===== config.mk =====
export PLATFORM = sky130hd
export DESIGN_NAME = iir_sample_sequencer
export DESIGN_NICKNAME = d
export VERILOG_FILES = /design/src/rtl/iir_pkg.sv /design/src/rtl/sample_fifo.sv /design/src/rtl/iir_sample_sequencer.sv
export SDC_FILE = /design/constraint.sdc
export NUM_CORES = 1
export LEC_CHECK = 0
export CORE_ASPECT_RATIO = 1.1
export CORE_MARGIN = 3
export CORE_UTILIZATION = 55
export CTS_CLUSTER_DIAMETER = 200
export DETAILED_ROUTE_END_ITERATION = 10
export DONT_BUFFER_PORTS = 1
export HOLD_SLACK_MARGIN = 0.02
export PLACE_DENSITY = 0.66
export SLEW_MARGIN = 25
export SYNTH_ARGS = -nofsm -noshare
export SYNTH_HDL_FRONTEND = slang
export SYNTH_HIERARCHICAL = 1
export SYNTH_SLANG_ARGS = --single-unit

===== constraint.sdc =====
create_clock -name clk_i -period 4.3 [get_ports clk_i]
set_clock_uncertainty 0.1 [all_clocks]
set_input_delay 0.86 -clock clk_i [delete_from_list [all_inputs] [get_ports clk_i]]
set_output_delay 0.86 -clock clk_i [all_outputs]
set_load 0.02 [all_outputs]

===== src/rtl/iir_pkg.sv =====
// Shared definitions for the IIR sample sequencer: default sample width,
// sequencer state encoding and a saturating counter helper.
package iir_pkg;

  localparam int IIR_SIGNAL_BITS = 24;

  typedef enum logic [1:0] {
    ST_IDLE    = 2'd0,
    ST_ISSUE   = 2'd1,
    ST_WAIT    = 2'd2,
    ST_COLLECT = 2'd3
  } seq_state_t;

  function automatic logic [15:0] sat_inc16(input logic [15:0] value);
    if (value == 16'hFFFF) begin
      return value;
    end else begin
      return value + 16'd1;
    end
  endfunction

endpackage


===== src/rtl/sample_fifo.sv =====
// Small first-word-fall-through FIFO for ADC samples. When full, a push is
// accepted only if a pop happens in the same cycle.
module sample_fifo #(
  parameter int DATA_W = 24,
  parameter int DEPTH  = 4
) (
  input  logic              clk_i,
  input  logic              reset_i,
  input  logic              push,
  input  logic              pop,
  input  logic [DATA_W-1:0] wr_data,
  output logic [DATA_W-1:0] rd_data,
  output logic              full,
  output logic              empty
);

  localparam int AW = $clog2(DEPTH);

  logic [DATA_W-1:0] mem_r [DEPTH];
  logic [AW:0]       wr_ptr_r;
  logic [AW:0]       rd_ptr_r;
  logic              do_push_s;
  logic              do_pop_s;

  // Extra pointer bit distinguishes full from empty.
  assign empty     = (wr_ptr_r == rd_ptr_r);
  assign full      = (wr_ptr_r[AW] != rd_ptr_r[AW]) &&
                     (wr_ptr_r[AW-1:0] == rd_ptr_r[AW-1:0]);
  assign do_pop_s  = pop && !empty;
  assign do_push_s = push && (!full || do_pop_s);
  assign rd_data   = mem_r[rd_ptr_r[AW-1:0]];

  // Storage and pointer update.
  always_ff @(posedge clk_i or posedge reset_i) begin
    if (reset_i) begin
      wr_ptr_r <= '0;
      rd_ptr_r <= '0;
      for (int i = 0; i < DEPTH; i++) begin
        mem_r[i] <= '0;
      end
    end else begin
      if (do_push_s) begin
        mem_r[wr_ptr_r[AW-1:0]] <= wr_data;
        wr_ptr_r                <= wr_ptr_r + {{AW{1'b0}}, 1'b1};
      end
      if (do_pop_s) begin
        rd_ptr_r <= rd_ptr_r + {{AW{1'b0}}, 1'b1};
      end
    end
  end

endmodule


===== src/rtl/iir_sample_sequencer.sv =====
// Feeds buffered ADC samples one at a time to an external IIR filter and
// returns its results in order, with overflow and hung-filter detection.
module iir_sample_sequencer
  import iir_pkg::*;
#(
  parameter int SIGNAL_BITS    = IIR_SIGNAL_BITS,
  parameter int FIFO_DEPTH     = 4,
  parameter int TIMEOUT_CYCLES = 64
) (
  input  logic                          clk_i,
  input  logic                          reset_i,
  input  logic                          sample_valid_i,
  input  logic signed [SIGNAL_BITS-1:0] sample_i,
  output logic                          filt_start_o,
  output logic signed [SIGNAL_BITS-1:0] filt_signal_o,
  input  logic signed [SIGNAL_BITS-1:0] filt_signal_i,
  input  logic                          filt_done_i,
  output logic                          result_valid_o,
  output logic signed [SIGNAL_BITS-1:0] result_o,
  input  logic                          clear_flags_i,
  output logic                          overflow_o,
  output logic [15:0]                   drop_count_o,
  output logic                          timeout_o
);

  localparam int                 TIMER_W    = $clog2(TIMEOUT_CYCLES + 1);
  localparam logic [TIMER_W-1:0] TIMER_LAST = TIMER_W'(TIMEOUT_CYCLES - 1);

  seq_state_t             state_r, next_state_s;
  logic [TIMER_W-1:0]     timer_r;
  logic                   filt_start_r, result_valid_r, overflow_r, timeout_r;
  logic [SIGNAL_BITS-1:0] filt_signal_r, result_r, fifo_head_s;
  logic [15:0]            drop_count_r;
  logic                   fifo_full_s, fifo_empty_s, fifo_push_s, fifo_pop_s;
  logic                   bypass_s, load_s, capture_s, timeout_hit_s, drop_s;

  sample_fifo #(
    .DATA_W (SIGNAL_BITS),
    .DEPTH  (FIFO_DEPTH)
  ) u_fifo (
    .clk_i   (clk_i),
    .reset_i (reset_i),
    .push    (fifo_push_s),
    .pop     (fifo_pop_s),
    .wr_data (sample_i),
    .rd_data (fifo_head_s),
    .full    (fifo_full_s),
    .empty   (fifo_empty_s)
  );

  // An idle sequencer takes an arriving sample straight to the filter so the
  // start pulse follows the sample by one cycle; otherwise the head is popped.
  assign fifo_push_s = sample_valid_i && !bypass_s;
  assign drop_s      = fifo_push_s && fifo_full_s && !fifo_pop_s;

  // Next-state and control decode.
  always_comb begin
    next_state_s  = state_r;
    fifo_pop_s    = 1'b0;
    bypass_s      = 1'b0;
    load_s        = 1'b0;
    capture_s     = 1'b0;
    timeout_hit_s = 1'b0;
    case (state_r)
      ST_IDLE: begin
        if (!fifo_empty_s) begin
          fifo_pop_s   = 1'b1;
          load_s       = 1'b1;
          next_state_s = ST_ISSUE;
        end else if (sample_valid_i) begin
          bypass_s     = 1'b1;
          load_s       = 1'b1;
          next_state_s = ST_ISSUE;
        end else begin
          next_state_s = ST_IDLE;
        end
      end
      ST_ISSUE:   next_state_s = ST_WAIT;
      ST_WAIT: begin
        if (filt_done_i) begin
          capture_s    = 1'b1;
          next_state_s = ST_COLLECT;
        end else if (timer_r == TIMER_LAST) begin
          timeout_hit_s = 1'b1;
          next_state_s  = ST_IDLE;
        end else begin
          next_state_s = ST_WAIT;
        end
      end
      ST_COLLECT: next_state_s = ST_IDLE;
      default:    next_state_s = ST_IDLE;
    endcase
  end

  // State, WAIT timer and datapath registers.
  always_ff @(posedge clk_i or posedge reset_i) begin
    if (reset_i) begin
      state_r        <= ST_IDLE;
      timer_r        <= '0;
      filt_start_r   <= 1'b0;
      filt_signal_r  <= '0;
      result_valid_r <= 1'b0;
      result_r       <= '0;
    end else begin
      state_r        <= next_state_s;
      timer_r        <= (state_r == ST_WAIT) ? timer_r + TIMER_W'(1) : '0;
      filt_start_r   <= load_s;
      result_valid_r <= capture_s;
      if (load_s) begin
        filt_signal_r <= bypass_s ? sample_i : fifo_head_s;
      end
      if (capture_s) begin
        result_r <= filt_signal_i;
      end
    end
  end

  // Sticky flags and drop counter; clear wins over a same-cycle event.
  always_ff @(posedge clk_i or posedge reset_i) begin
    if (reset_i) begin
      overflow_r   <= 1'b0;
      timeout_r    <= 1'b0;
      drop_count_r <= 16'd0;
    end else if (clear_flags_i) begin
      overflow_r   <= 1'b0;
      timeout_r    <= 1'b0;
      drop_count_r <= 16'd0;
    end else begin
      if (drop_s) begin
        overflow_r   <= 1'b1;
        drop_count_r <= sat_inc16(drop_count_r);
      end
      if (timeout_hit_s) begin
        timeout_r <= 1'b1;
      end
    end
  end

  assign filt_start_o   = filt_start_r;
  assign filt_signal_o  = filt_signal_r;
  assign result_valid_o = result_valid_r;
  assign result_o       = result_r;
  assign overflow_o     = overflow_r;
  assign drop_count_o   = drop_count_r;
  assign timeout_o      = timeout_r;

endmodule


==> impl_metrics.csv <==
group,metric,value,unit
pwr,p_leak,3.78,nW
critical_path,cp_data_arrival_time,3.70,ns
global_routing,grt_pass1_wl,26100,um
die,fp.dieW,122,um
job,maxCapViolCount,0,
clock_tree,ctsHoldBuffers,0,
pwr,ir_worst_vdd,378,uV
die,die_h,134,um
clock_tree,cts_max_level,4,
critical_path,cp-end-kind,"flop",
sta,max_slew_margin,34.6,%
sta,fin_crit,3.50,ns
place,place_congestion,0.837,
hold_path,hp-class,"in -> async",
global_routing,antenna_found_initial,0,
synthesis,ys_seq_area_share,54.9,%
die,initial_core_util,56.5,%
sta,drv_slew,0,
drt,wl_per_cell,20.6,um
global_routing,grt_pass1_vias,4955,
sta,finalSetupViolCount,0,
die,io_pins,121,
synthesis,syn_inst,574,
synthesis,synth_edf_count,0,
global_routing,grt_max_degree,56,
synthesis,syn_area,0.00816,mm2
cells_and_area,nNetsFinal,636,
cells_and_area,n_antenna_cell,0,
drt,vias,4645,
sta,finalWorstSetupSlack,0.803,ns
synthesis,syn_area_per_cell,14.2,um2
clock_tree,ctsRootBufferMaster,"clkbuf_16",
global_routing,grt_usage,20.5,%
synthesis,ys_types,44,
sta,timing.fmax,286,MHz
cells_and_area,final_layout_size_suffix_gt1_share,34.0,%
cells_and_area,final_common_cell,"dfrtp_1",
critical_path,startpoint_type,"flop",
cells_and_area,syn_to_final_growth,9.80,%
drt,drc,0,
place,port_buffers,0,
drt,first_iter_violations,263,
clock_tree,post_cts.repair.setup_buffers,0,
sta,worst_pin_slew,0.979,ns
synthesis,synth_ff_type,"dfrtp_1",
place,dpl_worst_slack,0.767,ns
place,post-dp-hpwl,10500,um
drt,vias_per_cell,5.95,
clock_tree,numCtsBuffers,17,
run_status,outcome,"finished clean",
die,fp-row-count,46,
critical_path,required,4.51,ns
synthesis,synth_warnings,6,
pwr,power.density,815,mW/mm2
cells_and_area,layout_common_cells,"178 x dfrtp_1, 99 x mux2_2, 28 x nor2_1",
synthesis,synthTopCellsByArea,"dfrtp_1 55%, mux2_2 14%, mux4_2 6.6%",
critical_path,reg2regPathDepth,9,
synthesis,yosys_register_bits,179,
drt,ant_nets,0,
drt,dr.pass1.iters,4,
sta,fin_crit_sh,81.3,%
synthesis,syn_nets,634,
critical_path,r2r_start,"u_fifo/wr_ptr_r[1]",
synthesis,synth_top_area_share,54.9,%
clock_tree,clkSlewWorstSetupHoldPaths,0.07,ns
critical_path,reg2reg_slack,0.80,ns
sta,rsz0062_at_grt,"no",
sta,finalSetupTns,0,ns
synthesis,synthArstFlopShare,100,%
critical_path,path_class,"reg -> reg",
sta,hold_violations,0,
clock_tree,insertion_delay,0.42,ns
critical_path,critPathMaxFanout,35,
clock_tree,clk_path_buf_depth,2,
clock_tree,cts.sinks,179,
synthesis,yosysTopAreaCell,"dfrtp_1",
clock_tree,post_cts_resized,0,
clock_tree,cts_tree,"built",
die,coreArea,0.0144,mm2
global_routing,globalRouteOverflowTotal,0,
die,die-area,0.0163,mm2
critical_path,rr_endpoint,"u_fifo/mem_r[5]",
drt,drt-total-wl,16100,um
[flip-flops by register name, indices dropped and copies added, names as in the netlist]
| signal | cells |
|---|---|
| result_o | 24 |
| u_fifo/rd_ptr_r | 3 |
| timeout_o | 1 |
| timer_r | 7 |
| u_fifo/mem_r | 96 |
| state_r | 2 |
| u_fifo/wr_ptr_r | 3 |
| result_valid_o | 1 |
| drop_count_o | 16 |
| overflow_o | 1 |
| filt_start_o | 1 |
| filt_signal_o | 24 |
[how the worst max path moves through the flow]
stage	end	start	cells past startpoint
2_1_floorplan	u_fifo/mem_r[0]	reset_i	1
3_3_place_gp	u_fifo/mem_r[6]	u_fifo/wr_ptr_r[0]	9
3_5_place_dp	u_fifo/mem_r[7]	u_fifo/wr_ptr_r[1]	9
4_1_cts	u_fifo/mem_r[7]	u_fifo/wr_ptr_r[1]	9
5_1_grt	u_fifo/mem_r[5]	u_fifo/wr_ptr_r[0]	9
6_report	u_fifo/mem_r[5]	u_fifo/wr_ptr_r[1]	9
[power by group]
part | internal [mW] | total, mW | switching (mW)
clock network | 0.923 | 1.56 | 0.636
registers | 2.45 | 3.22 | 0.771
logic | 1.38 | 2.52 | 1.14
total | 4.76 | 7.30 | 2.54
[layout make-up]
type / instances / area (um2)
tap: 192 / 240
sequential: 179 / 4480
fill: 1110 / 5490
timing repair buffer: 13 / 135
inverter: 8 / 35.0
clock inverter: 10 / 120
multi-input combinational: 357 / 3460
clock buffer: 22 / 484
[per-layer routing]
layer	routed length (um)	global-route usage, %	part of all wire (%)
met1	7010	27.5	44
met3	886	5.18	5.5
met4	250	6.97	1.6
met2	7950	33.0	49
met5	0	0	0
[cell families (layout without fill, tap and decap cells)]
group | Yosys count | in the layout | share of synthesized area (%)
muxes | 167 | 167 | 27.0
xor gates and xnor gates | 12 | 12 | 1.84
and+or+nand+nor | 108 | 108 | 6.74
DFF | 179 | 179 | 54.9
buffers and inverters | 38 | 53 | 2.72
AOI/OAI and AO/OA | 63 | 63 | 5.75
adders and majority gates | 7 | 7 | 1.07
[cells in the mapped netlist (8+ instances only)]
cell type / instances
nor2_1: 28
or4_1: 9
mux2i_1: 19
o21ai_0: 24
buf_6: 9
o31ai_1: 10
clkbuf_1: 12
mux2_4: 19
inv_1: 8
dfrtp_1: 179
mux4_2: 24
or3_1: 8
nand2_1: 26
mux2_2: 99
a21oi_1: 14
[worst max-delay path, cell delays in order, from the launching register on]
cell	delay (ns)
dfrtp_1	0.47
xor2_4	0.24
or2_2	0.34
nor2_1	0.14
or3_1	0.26
inv_1	0.28
buf_4	0.35
o41ai_4	0.40
buf_4	0.41
mux2_2	0.39
[through the flow]
step	area, um2	hold slack (ns)	instances	power, mW	util, %
finish	8950	0.230	781	7.30	62.0
global route	8950	0.259	781	7.74	62.0
CTS	8950	0.239	781	7.39	62.0
detailed placement	8350	0.371	749	5.80	57.8
global placement	8350	0.355	749	5.67	57.8
floorplan	8160	0.333	574	5.24	-
(Power assumes the default switching activity.)
